$ cat config.mk
export PLATFORM = sky130hd
export DESIGN_NAME = pool_window_gen
export DESIGN_NICKNAME = d
export VERILOG_FILES = /design/src/rtl/pool_pkg.sv /design/src/rtl/pool_line_buffer.sv /design/src/rtl/pool_window_gen.sv
export SDC_FILE = /design/constraint.sdc
export NUM_CORES = 1
export LEC_CHECK = 0
export CAP_MARGIN = 25
export CORE_MARGIN = 4
export CORE_UTILIZATION = 50
export DETAILED_ROUTE_END_ITERATION = 10
export PLACE_DENSITY = 0.73
export SLEW_MARGIN = 20
export SYNTH_ARGS = -nofsm -noshare
export SYNTH_HDL_FRONTEND = slang
export SYNTH_SLANG_ARGS = --single-unit
$ cat constraint.sdc
create_clock -name clk -period 2.85 [get_ports clk]
set_input_delay 0.57 -clock clk [delete_from_list [all_inputs] [get_ports clk]]
set_output_delay 0.57 -clock clk [all_outputs]
set_load 0.1 [all_outputs]
$ cat src/rtl/pool_pkg.sv
// pool_pkg: tap index constants and the (row,col) -> 9-bit tap-select mask builder
// shared by pool_window_gen and the POOLING bench.
package pool_pkg;
    localparam int TAP_TL  = 0;
    localparam int TAP_TC  = 1;
    localparam int TAP_TR  = 2;
    localparam int TAP_ML  = 3;
    localparam int TAP_MC  = 4;
    localparam int TAP_MR  = 5;
    localparam int TAP_BL  = 6;
    localparam int TAP_BC  = 7;
    localparam int TAP_CUR = 8;
    localparam logic [8:0] SEL_ALL = 9'h1FF;

    // Tap k sits at (row-(2-k/3), col-(2-k%3)); it is live only when both land inside the image.
    function automatic logic [8:0] sel_mask(input int row, input int col);
        logic [8:0] m;
        for (int k = 0; k < 9; k++) m[k] = (row >= 2 - k / 3) && (col >= 2 - k % 3);
        return m;
    endfunction
endpackage

$ cat src/rtl/pool_line_buffer.sv
// pool_line_buffer: one image line of pixels, combinational read and synchronous write at the
// same index. Contents are not reset; stale entries are masked downstream.
module pool_line_buffer
    import pool_pkg::*;
#(
    parameter  int BIT_WIDTH = 8,
    parameter  int DEPTH     = 8,
    localparam int AW        = $clog2(DEPTH)
) (
    input  logic                 clk,
    input  logic                 we_i,
    input  logic [AW-1:0]        addr_i,
    input  logic [BIT_WIDTH-1:0] wdata_i,
    output logic [BIT_WIDTH-1:0] rdata_o
);
    logic [BIT_WIDTH-1:0] mem [DEPTH];

    always_ff @(posedge clk) begin
        if (we_i) mem[addr_i] <= wdata_i;
    end

    assign rdata_o = mem[addr_i];
endmodule

$ cat src/rtl/pool_window_gen.sv
// pool_window_gen: raster pixel stream -> registered 3x3 window + tap-select mask per pixel.
// POOL_WIN_PAD_EN defined: every pixel emits an edge-masked window; undefined: only r>=2 && c>=2.
module pool_window_gen
    import pool_pkg::*;
#(
    parameter int BIT_WIDTH = 8,
    parameter int IMG_W     = 8,
    parameter int IMG_H     = 8
) (
    input  logic                 clk,
    input  logic                 reset,
    input  logic                 s_valid,
    output logic                 s_ready,
    input  logic                 s_sof,
    input  logic [BIT_WIDTH-1:0] s_data,
    output logic                 m_valid,
    input  logic                 m_ready,
    output logic [BIT_WIDTH-1:0] win0,
    output logic [BIT_WIDTH-1:0] win1,
    output logic [BIT_WIDTH-1:0] win2,
    output logic [BIT_WIDTH-1:0] win3,
    output logic [BIT_WIDTH-1:0] win4,
    output logic [BIT_WIDTH-1:0] win5,
    output logic [BIT_WIDTH-1:0] win6,
    output logic [BIT_WIDTH-1:0] win7,
    output logic [BIT_WIDTH-1:0] win8,
    output logic [8:0]           win_sel,
    output logic                 frame_done
);
    localparam int CW = $clog2(IMG_W);
    localparam int RW = $clog2(IMG_H);

    logic [RW-1:0]        row_q, row_d, cur_r;
    logic [CW-1:0]        col_q, col_d, cur_c;
    logic                 accept, emit, last_col, last_px;
    logic                 m_valid_q, m_valid_d, done_q;
    logic [8:0]           mask, sel_q, sel_d;
    logic [BIT_WIDTH-1:0] lb0_rd, lb1_rd;
    logic [BIT_WIDTH-1:0] tap_q [9];
    logic [BIT_WIDTH-1:0] tap_d [9];

    assign s_ready  = !m_valid_q || m_ready;
    assign accept   = s_valid && s_ready;
    // A start-of-frame pixel is treated as (0,0) regardless of where the counters are.
    assign cur_r    = s_sof ? '0 : row_q;
    assign cur_c    = s_sof ? '0 : col_q;
    assign last_col = cur_c == CW'(IMG_W - 1);
    assign last_px  = last_col && cur_r == RW'(IMG_H - 1);
    assign mask     = sel_mask(32'(cur_r), 32'(cur_c));

`ifdef POOL_WIN_PAD_EN
    assign emit  = 1'b1;
    assign sel_d = mask;
`else
    assign emit  = cur_r >= RW'(2) && cur_c >= CW'(2);
    assign sel_d = SEL_ALL;
`endif

    pool_line_buffer #(.BIT_WIDTH(BIT_WIDTH), .DEPTH(IMG_W)) u_lb0 (
        .clk     (clk),
        .we_i    (accept),
        .addr_i  (cur_c),
        .wdata_i (lb1_rd),
        .rdata_o (lb0_rd)
    );

    pool_line_buffer #(.BIT_WIDTH(BIT_WIDTH), .DEPTH(IMG_W)) u_lb1 (
        .clk     (clk),
        .we_i    (accept),
        .addr_i  (cur_c),
        .wdata_i (s_data),
        .rdata_o (lb1_rd)
    );

    // Masking the shifted taps also clears the left columns at col 0, so no cross-line bleed.
    always_comb begin
        tap_d[TAP_TL]  = mask[TAP_TL]  ? tap_q[TAP_TC]  : '0;
        tap_d[TAP_TC]  = mask[TAP_TC]  ? tap_q[TAP_TR]  : '0;
        tap_d[TAP_TR]  = mask[TAP_TR]  ? lb0_rd         : '0;
        tap_d[TAP_ML]  = mask[TAP_ML]  ? tap_q[TAP_MC]  : '0;
        tap_d[TAP_MC]  = mask[TAP_MC]  ? tap_q[TAP_MR]  : '0;
        tap_d[TAP_MR]  = mask[TAP_MR]  ? lb1_rd         : '0;
        tap_d[TAP_BL]  = mask[TAP_BL]  ? tap_q[TAP_BC]  : '0;
        tap_d[TAP_BC]  = mask[TAP_BC]  ? tap_q[TAP_CUR] : '0;
        tap_d[TAP_CUR] = mask[TAP_CUR] ? s_data         : '0;
    end

    always_comb begin
        col_d     = !accept ? col_q : last_col ? '0 : cur_c + 1'b1;
        row_d     = !accept ? row_q : !last_col ? cur_r : last_px ? '0 : cur_r + 1'b1;
        m_valid_d = accept ? emit : m_valid_q && !m_ready;
    end

    always_ff @(posedge clk or negedge reset) begin
        if (!reset) begin
            row_q     <= '0;
            col_q     <= '0;
            m_valid_q <= 1'b0;
            done_q    <= 1'b0;
            sel_q     <= '0;
            for (int i = 0; i < 9; i++) tap_q[i] <= '0;
        end else begin
            row_q     <= row_d;
            col_q     <= col_d;
            m_valid_q <= m_valid_d;
            done_q    <= accept && last_px;
            if (accept) tap_q <= tap_d;
            if (accept && emit) sel_q <= sel_d;
        end
    end

    assign m_valid    = m_valid_q;
    assign win_sel    = sel_q;
    assign frame_done = done_q;
    assign win0       = tap_q[0];
    assign win1       = tap_q[1];
    assign win2       = tap_q[2];
    assign win3       = tap_q[3];
    assign win4       = tap_q[4];
    assign win5       = tap_q[5];
    assign win6       = tap_q[6];
    assign win7       = tap_q[7];
    assign win8       = tap_q[8];
endmodule

Word-level counts from Yosys, hierarchy flattened. Memories as Yosys holds them, arrays and structs flattened. Index checks and enable logic that the tools add are counted.

Bits in registers: 81. Bits in writable memories: 128. Bits of input ports: 13. Output and inout port bits: 84. Word-level logic and storage cells: 55. Memories kept: 2.

Memories: u_lb0.mem (depth 8, width 8, read ports 1, clocked after memory_dff 0, wr ports 1, RTL line pool_line_buffer.sv:16) `logic [BIT_WIDTH-1:0] mem [DEPTH];`; u_lb1.mem (depth 8, width 8, read ports 1, clocked after memory_dff 0, wr ports 1, RTL line pool_line_buffer.sv:16).

Add/subtract/negate cells: 2. Order comparisons: 6. Equal/unequal tests: 2. Mux-type cells: 16. Reduce and logical (&&, ||, !) cells: 13.

Operators with widths (count): 8-bit 2-to-1 mux (8); 3-bit 2-to-1 mux (5); 3-bit by 2-bit >= comparator with 1-bit output (second input constant) (4); 1-bit logical AND (10); 3-bit by 1-bit adder with 3-bit output (second input constant) (2); 3-bit equality test (second input constant) (2); 3-bit by 1-bit >= comparator with 1-bit output (second input constant) (2); 1-bit 2-to-1 mux (3); 1-bit zero test (2); 1-bit logical OR (1).

Logic depth before layout (Yosys ltp).
Depth in word-level cells: 5. Mapped depth: 8. Depth with buffers taken out: 6.

By module. From an unflattened synthesis, not the netlist that was laid out.

Cell total of the unflattened synthesis: 499. Area total of the unflattened synthesis: 8548.2 um^2.

By module, submodules not included: pool_line_buffer (times used 2, cells an instance 121, area an instance 2555.0 um^2, sequential area each 1921.8 um^2); pool_window_gen (times used 1, cells an instance 257, area an instance 3438.3 um^2, sequential area each 2026.9 um^2).

Worst setup path before layout. Ideal clock, no wire load.

Kind: register to register. From: register m_valid_q, in the netlist m_valid. To: memory u_lb0.mem[4][0] (enable). Library setup time: 0.409 ns. Arrival: 3.571 ns. Required time: 2.441 ns. Setup slack: -1.131 ns. Cell stages (with the launch flop): 7. Buffers on the path: 3. Period minus slack after synthesis: 3.981 ns. Cell sequence: dfrtp_1 > nand2b_1 > nand2_1 > buf_2 > buf_2 > buf_2 > nor3_1.

Cells in the longest elaborated chain, start to end: 5.

RTL lines: from (decl) (RTL line pool_window_gen.sv:36) `logic m_valid_q, m_valid_d, done_q;`; from (signal assigned) (RTL line pool_window_gen.sv:105) `m_valid_q <= m_valid_d;`; 1-bit zero test (RTL line pool_window_gen.sv:42) `assign s_ready = !m_valid_q || m_ready;`; 1-bit logical OR (RTL line pool_window_gen.sv:42); net s_ready (RTL line pool_window_gen.sv:13) `output logic s_ready,`; 1-bit logical AND (RTL line pool_window_gen.sv:43) `assign accept = s_valid && s_ready;`; 1-bit 2-to-1 mux (RTL line pool_line_buffer.sv:19) `if (we_i) mem[addr_i] <= wdata_i;`; 1-bit 2-to-1 mux (implied by the code) (RTL line pool_line_buffer.sv:19); to (decl) (RTL line pool_line_buffer.sv:16).

The timed path passes the listed nets, and every way through them passes these cells.

Worst setup path in the final report.
From: register col_q[0]. To: memory u_lb0.mem[2][6] (data pin).

Cells in the longest elaborated chain, start to end: 2.

RTL lines: from (decl) (RTL line pool_window_gen.sv:34) `logic [CW-1:0] col_q, col_d, cur_c;`; from (signal assigned) (RTL line pool_window_gen.sv:104) `col_q <= col_d;`; 3-bit 2-to-1 mux (RTL line pool_window_gen.sv:46) `assign cur_c = s_sof ? '0 : col_q;`; memory read 8 x 8 bit; net lb1_rd[6] (RTL line pool_window_gen.sv:38) `logic [BIT_WIDTH-1:0] lb0_rd, lb1_rd;`.

The timed path passes the listed nets, and every way through them passes these cells.

==> out/metrics.yaml <==
layout:
  n_antenna_cell: 0
  finish.utilization_pct: 62.6
  drive_gt1_share_pct: 28.7
  layout.nets: 677
  area_growth_pct: 22.1
  layout.cells.non_filler: 892
clocking:
  cts-root-buf: "clkbuf_16"
  cts.hold.buffers_added: 0
  post_cts_resized: 0
  cts_made_buffers: 21
  clock_path_buffers: 3
  cts_setup_buffers: 0
  clk_pin_slew_ps: 60
  clkLatencyLatePin_ps: 490
  htreeDepth: 1
  cts_sinks: 209
  cts_tree: "yes"
sta:
  finClkSkew_ps: 9.37
  setup_ws_ps: 232
  grt_setup_unrepaired: "no"
  max-slew-margin-rel_pct: 32.8
  period_share_pct: 91.9
  finalSetupViolations: 0
  finalSetupTns_ps: 0
  drv_slew: 0
  max_freq_ghz: 0.382
  tightest_slew_ps: 1010
  fin_crit_ps: 2620
  finalHoldViolCount: 0
critical_path:
  required_ps: 2970
  startpoint_type: "register"
  endpoint_kind: "register"
  critPathKind: "reg2reg"
  cp_max_fo: 20
  cp.arrival_ps: 2740
route:
  via_count: 5156
  drt_iter0_markers: 600
  dr.pass1.iters: 6
  wl_per_cell_um: 21.4
  finalWirelength_um: 19100
  viasPerCell: 5.78
  ant_nets: 0
  drc: 0
floorplan:
  row_count: 46
  die_w_um: 136
  chipHeight_um: 136
  ios: 97
  dieArea_um2: 18400
  start_util_pct: 51.2
  core_um2: 15900
logic_synthesis:
  ys_warn_count: 0
  synthTopCellsByCount: "edfxtp_1, dfrtp_1, nand2_1"
  yosys.area_share.simple_pct: 8.52
  synth_edf_count: 128
  synth-seq-area-share_pct: 71.9
  synth_cell_types: 49
  synthAdderAreaFrac_pct: 0.306
  syn_area_per_cell_um2: 15.1
  synth_top_family_by_area: "compound AO/OA/AOI/OAI gates"
  synth_compound_area_share_pct: 10.4
  yosysMostFrequentCell: "edfxtp_1"
  synth_top_area_cell: "edfxtp_1"
  synth_ff_type: "edfxtp_1"
  synthesis.nets: 556
  ys_ff_latch: 209
  mappedNetlistArea_um2: 8170
  synthArstFlopShare_pct: 38.8
  synth-xor-area-share_pct: 0
  synth_mux_area_share_pct: 5.90
  synth_top_area_share_pct: 47.1
  yosys-top-cells-area: "edfxtp_1, dfrtp_1, a22o_1"
  synthCells: 541
placement:
  pre_cts_slack_ps: 136
  gp_congestion: 0.836
  dp_cells: 855
  dp_hpwl_um: 13200
  numPortBuffers: 96
global_route:
  grt_pass1_vias: 5257
  grt_max_degree: 48
  overflow: 0
  antenna_found_initial: 0
  grt_pass1_wl_um: 29900
  grtUsageTotal_pct: 21.0
pwr:
  p_leak_nw: 4.15
  p_per_area_nw_per_um2: 681
  vdd_drop_max_uv: 426
hold_path:
  hold_class: "in2async"
job:
  maxCapViolations: 0
run_status:
  outcome: "finished clean"
==> per-stage QoR <==
| stage | area [µm²] | hold slack [ps] | power (mW) |
|---|---|---|---|
| after floorplan | 8220 | 274 | 4.07 |
| after global placement | 9360 | 490 | 4.34 |
| after detailed placement | 9360 | 493 | 4.37 |
| after CTS | 9980 | 92.2 | 6.85 |
| after global routing | 9980 | 119 | 7.05 |
| final | 9980 | 79.5 | 6.79 |
==> cells by family after synthesis <==
logic type      Yosys count
flops                   209
mux                      41
compound gates          106
buf+inv                  42
fa+ha+maj                 2
simple gates            141
==> registers in the layout, indices dropped and copies added, names as in the netlist, 8 cells and up <==
name and count:
win2 8, win3 8, u_lb0.mem 64, win4 8
win8 8, win1 8, win5 8, win7 8
win6 8, u_lb1.mem 64, win0 8
==> final cells by class <==
class	count	area (µm²)
well taps	216	270
fillers	1150	5970
repair buffers	137	1110
inverters	3	11.3
multi-input cells	290	2100
flip-flops and latches	209	5870
clock buffers	30	559
clock inverters	7	55.1
==> metal layers <==
metal	wire [µm]	share of wire (%)	global-route usage (%)
met1	8000	42	29.9
met2	8950	47	33.1
met3	1530	8.0	3.29
met4	611	3.2	8.06
met5	0	0	0
==> cell usage in the layout (no fill, tap or decap), types with 4 or more instances in the layout <==
master           netlist  layout
o22ai_1               11      11
clkbuf_1              12       9
buf_4                  9     122
mux2i_1                8       8
nand2_1               69      68
clkbuf_16              0      21
nor3_2                 4       5
mux2_1                 6       6
mux2_4                 8       8
a22o_1                55      55
clkinv_1               0       4
o21ai_0               14      14
edfxtp_1             128     128
nor2_1                15      15
clkdlybuf4s50_1        0      11
a32o_1                 8       8
a222oi_1               6       6
mux2_2                19      19
nor2b_1                5       5
buf_12                 0       4
dfrtp_1               81      81
nand3_1               20      20
==> where the power goes <==
part / total [mW] / switching, mW / internal [mW]
combinational: 0.870 / 0.609 / 0.260
sequential: 3.44 / 0.0678 / 3.37
clock: 2.48 / 1.03 / 1.45
==> final timing paths <==
kind                                      startpoint                         to  slack [ps]  depth (start not counted)
worst max-delay path            col_q[0]$_DFFE_PN0P_  u_lb0.mem[2][6]$_DFFE_PP_         230                          4
worst min-delay path                           reset        win3[2]$_DFFE_PN0P_          80                          1
worst max register to register  col_q[0]$_DFFE_PN0P_  u_lb0.mem[2][6]$_DFFE_PP_         230                          4
worst min register to register   win3[6]$_DFFE_PN0P_        win3[6]$_DFFE_PN0P_         500                          1
max in group asynchronous                      reset        win5[3]$_DFFE_PN0P_        2060                          2
min in group clk                 win3[6]$_DFFE_PN0P_        win3[6]$_DFFE_PN0P_         500                          1
==> worst max-delay path: stages, from the launching register on <==
cell and delay [ps]:
dfrtp_1 1000, mux2i_1 350, o22ai_1 130, a211oi_1 370, o21ai_0 400
No activity file was read; power rests on OpenSTA's default activity.
